### config.mk
export PLATFORM = sky130hd
export DESIGN_NAME = alu_share_arbiter
export DESIGN_NICKNAME = d
export VERILOG_FILES = /design/src/rtl/alu_share_arbiter.sv
export SDC_FILE = /design/constraint.sdc
export NUM_CORES = 1
export LEC_CHECK = 0
export CAP_MARGIN = 40
export CORE_ASPECT_RATIO = 0.9
export CORE_UTILIZATION = 43
export DETAILED_ROUTE_END_ITERATION = 7
export PLACE_DENSITY = 0.84
export SKIP_LAST_GASP = 1
export SYNTH_ARGS = -nofsm -noshare
export SYNTH_HDL_FRONTEND = slang
export SYNTH_SLANG_ARGS = --single-unit
### constraint.sdc
create_clock -name clk -period 2.35 [get_ports clk]
set_input_delay 0.47 -clock clk [delete_from_list [all_inputs] [get_ports clk]]
set_output_delay 0.47 -clock clk [all_outputs]
set_load 0.05 [all_outputs]
### src/rtl/alu_share_arbiter.sv
// Shares one external combinational ALU between two requesters.
// Valid/ready request in, round-robin or fixed-priority grant, registered
// operands out to the ALU, registered result back on a per-port response.
module alu_share_arbiter #(
  parameter int unsigned WIDTH          = 32,
  parameter int unsigned FIXED_PRIORITY = 0
) (
  input  logic             clk,
  input  logic             rst_n,
  input  logic [1:0]       Req_valid,
  output logic [1:0]       Req_ready,
  input  logic [WIDTH-1:0] Req_a_0,
  input  logic [WIDTH-1:0] Req_a_1,
  input  logic [WIDTH-1:0] Req_b_0,
  input  logic [WIDTH-1:0] Req_b_1,
  input  logic [2:0]       Req_ctrl_0,
  input  logic [2:0]       Req_ctrl_1,
  output logic [1:0]       Rsp_valid,
  input  logic [1:0]       Rsp_ready,
  output logic [WIDTH-1:0] Rsp_result,
  output logic             Rsp_zero,
  output logic             Rsp_err,
  output logic [WIDTH-1:0] ALU_a,
  output logic [WIDTH-1:0] ALU_b,
  output logic [2:0]       ALU_control,
  input  logic [WIDTH-1:0] ALU_result,
  input  logic             ALU_zero,
  output logic             Busy
);

  typedef enum logic [1:0] {StIdle, StExec, StResp} state_e;

  state_e state_q;
  logic   grant_id_q;
  logic   last_grant_q;
  logic   winner;
  logic   ctrl_legal;

  // Pick the winning port among the current requesters
  always_comb begin
    winner = 1'b0;
    case (Req_valid)
      2'b10:   winner = 1'b1;
      // Round-robin favours the port that did not win last time
      2'b11:   winner = (FIXED_PRIORITY != 0) ? 1'b0 : ~last_grant_q;
      default: winner = 1'b0;
    endcase
  end

  // Decode whether the latched control code is one the ALU implements
  always_comb begin
    ctrl_legal = 1'b0;
    case (ALU_control)
      3'd0, 3'd1, 3'd2, 3'd6, 3'd7: ctrl_legal = 1'b1;
      default:                      ctrl_legal = 1'b0;
    endcase
  end

  // Ready only in IDLE and only to the winner; forced low while reset is held
  assign Req_ready = (rst_n && (state_q == StIdle) && (|Req_valid)) ?
                     (winner ? 2'b10 : 2'b01) : 2'b00;
  assign Rsp_valid = (state_q == StResp) ? (grant_id_q ? 2'b10 : 2'b01) : 2'b00;
  assign Busy      = (state_q != StIdle);

  // Arbitration FSM with registered operand and response state
  always_ff @(posedge clk or negedge rst_n) begin
    if (!rst_n) begin
      state_q      <= StIdle;
      grant_id_q   <= 1'b0;
      last_grant_q <= 1'b1;
      ALU_a        <= '0;
      ALU_b        <= '0;
      ALU_control  <= '0;
      Rsp_result   <= '0;
      Rsp_zero     <= 1'b0;
      Rsp_err      <= 1'b0;
    end else begin
      case (state_q)
        StIdle: begin
          if (|Req_valid) begin
            ALU_a       <= winner ? Req_a_1 : Req_a_0;
            ALU_b       <= winner ? Req_b_1 : Req_b_0;
            ALU_control <= winner ? Req_ctrl_1 : Req_ctrl_0;
            grant_id_q  <= winner;
            state_q     <= StExec;
          end
        end
        StExec: begin
          if (ctrl_legal) begin
            Rsp_result <= ALU_result;
            Rsp_zero   <= ALU_zero;
            Rsp_err    <= 1'b0;
          end else begin
            // ALU output is meaningless for unimplemented codes
            Rsp_result <= '0;
            Rsp_zero   <= 1'b1;
            Rsp_err    <= 1'b1;
          end
          state_q <= StResp;
        end
        StResp: begin
          if (Rsp_ready[grant_id_q]) begin
            last_grant_q <= grant_id_q;
            state_q      <= StIdle;
          end
        end
        default: state_q <= StIdle;
      endcase
    end
  end

endmodule

# After elaboration in Yosys (flattened, before gate mapping)

Cells that the tools add are included.

Bits in registers: 105
Input port bits: 173
Output and inout port bits: 106

$lt $le $gt $ge: 1
Eq/ne operators: 10
Multiplexer cells: 17
Bitwise gates (word level): 1
Reduce and logical (&&, ||, !) cells: 10

Operator list:

| operator             | number |
|---|---|
| $mux W32             | 3 |
| $mux W2              | 6 |
| $eq A2 B2 Y1 const B | 3 |
| $eq A3 B3 Y1 const B | 2 |
| $pmux W2 S3          | 1 |
| $reduce_and A2 Y1    | 3 |
| $mux W1              | 5 |
| $reduce_or A5 Y1     | 1 |
| $ne A2 B1 Y1 const B | 2 |
| $eq A3 B1 Y1 const B | 1 |
| $eq A3 B2 Y1 const B | 1 |
| $logic_not A3 Y1     | 1 |
| $mux W3              | 1 |
| $eq A2 B1 Y1 const B | 1 |
| $logic_and A1 B1 Y1  | 2 |
| $logic_not A2 Y1     | 1 |
| $lt A1 B2 Y1 const B | 1 |
| $pmux W1 S2          | 1 |
| $reduce_bool A2 Y1   | 1 |
| $reduce_or A2 Y1     | 1 |
| $not A1 Y1           | 1 |

# Depth between registers and ports, before layout

Depth after elaboration: 4
Gate-level depth with buffers: 5
Depth with buffers taken out: 3

# Least setup slack after synthesis

No wires, ideal clock.

Kind: input to output
Start point: input Req_valid[1]
End point: output Req_ready[1]
Data arrival time: 2000 ps
Data required time: 1880 ps
Slack: -120 ps
Cell stages on the path: 4
Buffers on the path: 2
Cells stage by stage: a21bo_1 > buf_6 > buf_6 > nor3_1

Longest elaborated chain between the ends: 4

Ends and longest elaborated chain:

| item         | RTL line | source |
|---|---|---|
| from (decl)  | 10       | `input logic [1:0] Req_valid,` |
| $eq A2 B2 Y1 | 42       | `case (Req_valid)` |
| $pmux W1 S2  | 42       |  |
| $mux W2      | 61       | `(winner ? 2'b10 : 2'b01) : 2'b00;` |
| $mux W2 (*)  | 60       | `assign Req_ready = (rst_n && (state_q == StIdle) && (\|Req_valid)) ?` |
| to (decl)    | 11       | `output logic [1:0] Req_ready,` |

Mark *: on every way between the ends. The rest lies on a longest branch, timed or not.

# Worst setup path in the final report

Start point: input Req_valid[0]
End point: output Req_ready[0]

The elaborated chain is that of the path after synthesis.

==> metrics.cfg <==
[yosys]
synthesis.nets = 495
avgSynthCellArea_um2 = 16.4
synth_warnings = 0
synth_largest_area_cell = dfrtp_1
ys_seq_elements = 105
yosys.area.top_type_share_pct = 49.2
synth_area_leaders = dfrtp_1 49%, mux2_4 38%, a22o_1 5.5%
netlist_area_um2 = 5290
synth_cell_types = 26
yosysSeqAreaShare_pct = 49.7
synthCells = 322

[floorplanning]
rows = 38
core_um2 = 12000
die_y_um = 107
io_pins = 279
die_w_um = 119
initial_core_util_pct = 44.0
die_area_um2 = 12800

[power_and_ir_drop]
ir_worst_vdd_uv = 912
p_leak_nw = 3.92
swShare_pct = 45.4
power_density_nw_per_um2 = 1490
p_switching_mw = 5.80
seq_power_share_pct = 25.3
combPwrFrac_pct = 62.8
p_clk_share_pct = 11.9
p_int_mw = 6.99
finalPower_mw = 12.8

[run_status]
outcome = completed

[sta]
finClkSkew_ps = 9.86
rsz0062_at_grt = false
finalWorstSetupSlack_ps = 184
worst_pin_slew_ps = 754
relSlewSlack_pct = 49.7
finalCritPeriodShare_pct = 92.2
hold_violations = 0
fmax_mhz = 462
setup_violations = 0
slew_violations = 0
period_needed_ps = 2170

[global_route]
grt_max_degree = 62
grt_pass1_vias = 3962
grt_pass1_wl_um = 20700
antenna_found_initial = 0
grt_usage_pct = 21.2
grt_overflow = 0

[critical_path]
ff2ff_setup_slack_ps = 300
cp_data_required_time_ps = 1880
worstReg2RegStart = last_grant_q$_DFFE_PN1P_
r2r-end = ALU_b[30]$_DFFE_PN0P_
crit_path_end_kind = output port
reg2reg_depth = 5
arrival_ps = 1700
critPathKind = in -> out
crit_path_start = Req_valid[0]
crit_path_start_kind = input pin
crit_fanout = 11

[routing]
drt_iter0_drc = 133
wl_per_cell_um = 17.7
vias = 3741
via_per_inst = 4.85
drc_errors = 0
routed_wl_um = 13700
ant_nets = 0
drt_pass1_iterations = 4

[place]
place_inst = 752
numPortBuffers = 278
place.detailed.hpwl_um = 10300
dp_slack_ps = -118
globalplace.congestion = 0.796

[cells_and_area]
n_antenna_cell = 0
layout-drive-gt1-share_pct = 29.2
fin_util_pct = 71.3
final_cell_count_no_fill = 772
fillers = 802
nNetsFinal = 780
syn_to_final_growth_pct = 62.2

[flow_run]
maxCapViolCount = 0

[clocking]
hold_buffers = 0
cts_made_buffers = 9
cts_buffer_depth = 2
cts_tree = done
cts_root_buffer = clkbuf_16
clk_latency_ps = 340
numClockSinks = 105
cts.reportedPaths.clkPinSlew_ps = 70
htreeDepth = 3

[min_path]
hold_path.class = in -> async

## worst max-delay path, stage by stage
cell and delay (ps):
clkdlybuf4s50_1 530, a21bo_4 270, and3_1 270, buf_12 160
## layout make-up
type | count | area [um^2] | area share (%)
multi-input cells | 190 | 2470 | 28.7
inverters | 4 | 15.0 | 0.175
flip-flops and latches | 105 | 2630 | 30.6
repair buffers | 297 | 2970 | 34.6
well taps | 160 | 200 | 2.33
clock buffers | 11 | 243 | 2.83
clock inverters | 5 | 63.8 | 0.744
## worst max-delay path by stage
stage | to | slack [ps] | cells after the start
finish | Req_ready[0] | 180 | 4
CTS | Busy | 2 | 3
detailed placement | ALU_b[30]$_DFFE_PN0P_ | -120 | 5
global placement | ALU_a[22]$_DFFE_PN0P_ | -50 | 5
floorplan | Req_ready[1] | 320 | 4
global route | Req_ready[0] | 150 | 4
## cell families after synthesis
| logic type | after synthesis | share of synthesized area, % |
|---|---|---|
| simple gates | 16 | 1.77 |
| mux | 135 | 38.2 |
| flops | 105 | 49.7 |
| buf+inv | 27 | 4.04 |
| compound gates | 39 | 6.24 |
## Yosys cell counts (all sizes together)
master  instances
mux2          135
nand2b          2
a21bo           1
clkbuf          2
a21o            1
o21a            1
buf            21
a21oi           1
dfrtp         104
o22ai           1
nand2           1
and3b           1
and3            1
nor2b           3
inv             4
dfstp           1
nor2            6
nor3            2
a22o           33
o21ai           1
## routing by layer
| layer | vias up | wire length [um] | part of all wire (%) | global-route usage [%] |
|---|---|---|---|---|
| met2 | 166 | 7000 | 51 | 37.3 |
| met1 | 1813 | 5430 | 40 | 25.1 |
| met4 | 0 | 376 | 2.7 | 9.31 |
| met3 | 29 | 886 | 6.5 | 4.41 |
| li1 | 1733 | - | - | - |
| met5 | - | 0 | 0 | 0 |
## cells in the final DEF, fill, tap and decap left out
cell             count
nand2b_1             2
dlymetal6s2s_1       1
o22ai_1              1
dfstp_2              1
dfrtp_1            104
nor3_4               1
inv_1                4
a21o_1               1
clkinvlp_4           1
a22o_1              33
a21bo_4              1
clkbuf_16            9
o21ai_0              1
bufinv_16            1
nor2b_1              3
buf_4               20
nor2_1               6
a21oi_1              1
clkinv_4             2
nand2_1              1
clkbuf_8             1
clkdlybuf4s50_1    272
o21a_4               1
buf_12               4
and3_1               1
mux2_4             134
nor3_2               1
clkbuf_1             1
mux2_2               1
inv_6                1
and3b_1              1
## power groups by stage
stage / clock [mW] / combinational [mW] / sequential [mW]
6_report: 1.52 / 8.03 / 3.24
4_1_cts: 1.57 / 8.07 / 3.24
2_1_floorplan: 0 / 2.62 / 6.09
5_1_grt: 1.64 / 8.30 / 3.34
3_3_place_gp: 0 / 7.93 / 3.22
3_5_place_dp: 0 / 8.05 / 3.24
## state kept, by name, summed over array words and instances (netlist names)
register	cells
ALU_a	32
ALU_b	32
ALU_control	3
Rsp_err	1
Rsp_result	32
Rsp_zero	1
grant_id_q	1
last_grant_q	1
state_q	2
## metrics by stage
step,area (um^2),hold slack [ps],setup TNS [ps]
3_3_place_gp,8240,485,-611
6_report,8580,266,0
4_1_cts,8550,279,0
3_5_place_dp,8240,486,-1810
5_1_grt,8580,302,0
2_1_floorplan,5300,174,0
## timing repair
item                       4_1_cts  5_1_grt
buffers inserted                 0        4
setup endpoints to repair        0        2
gates resized for setup          0        1
hold endpoints to repair         0        0
Note: power is estimated with default switching activity, not from simulation.
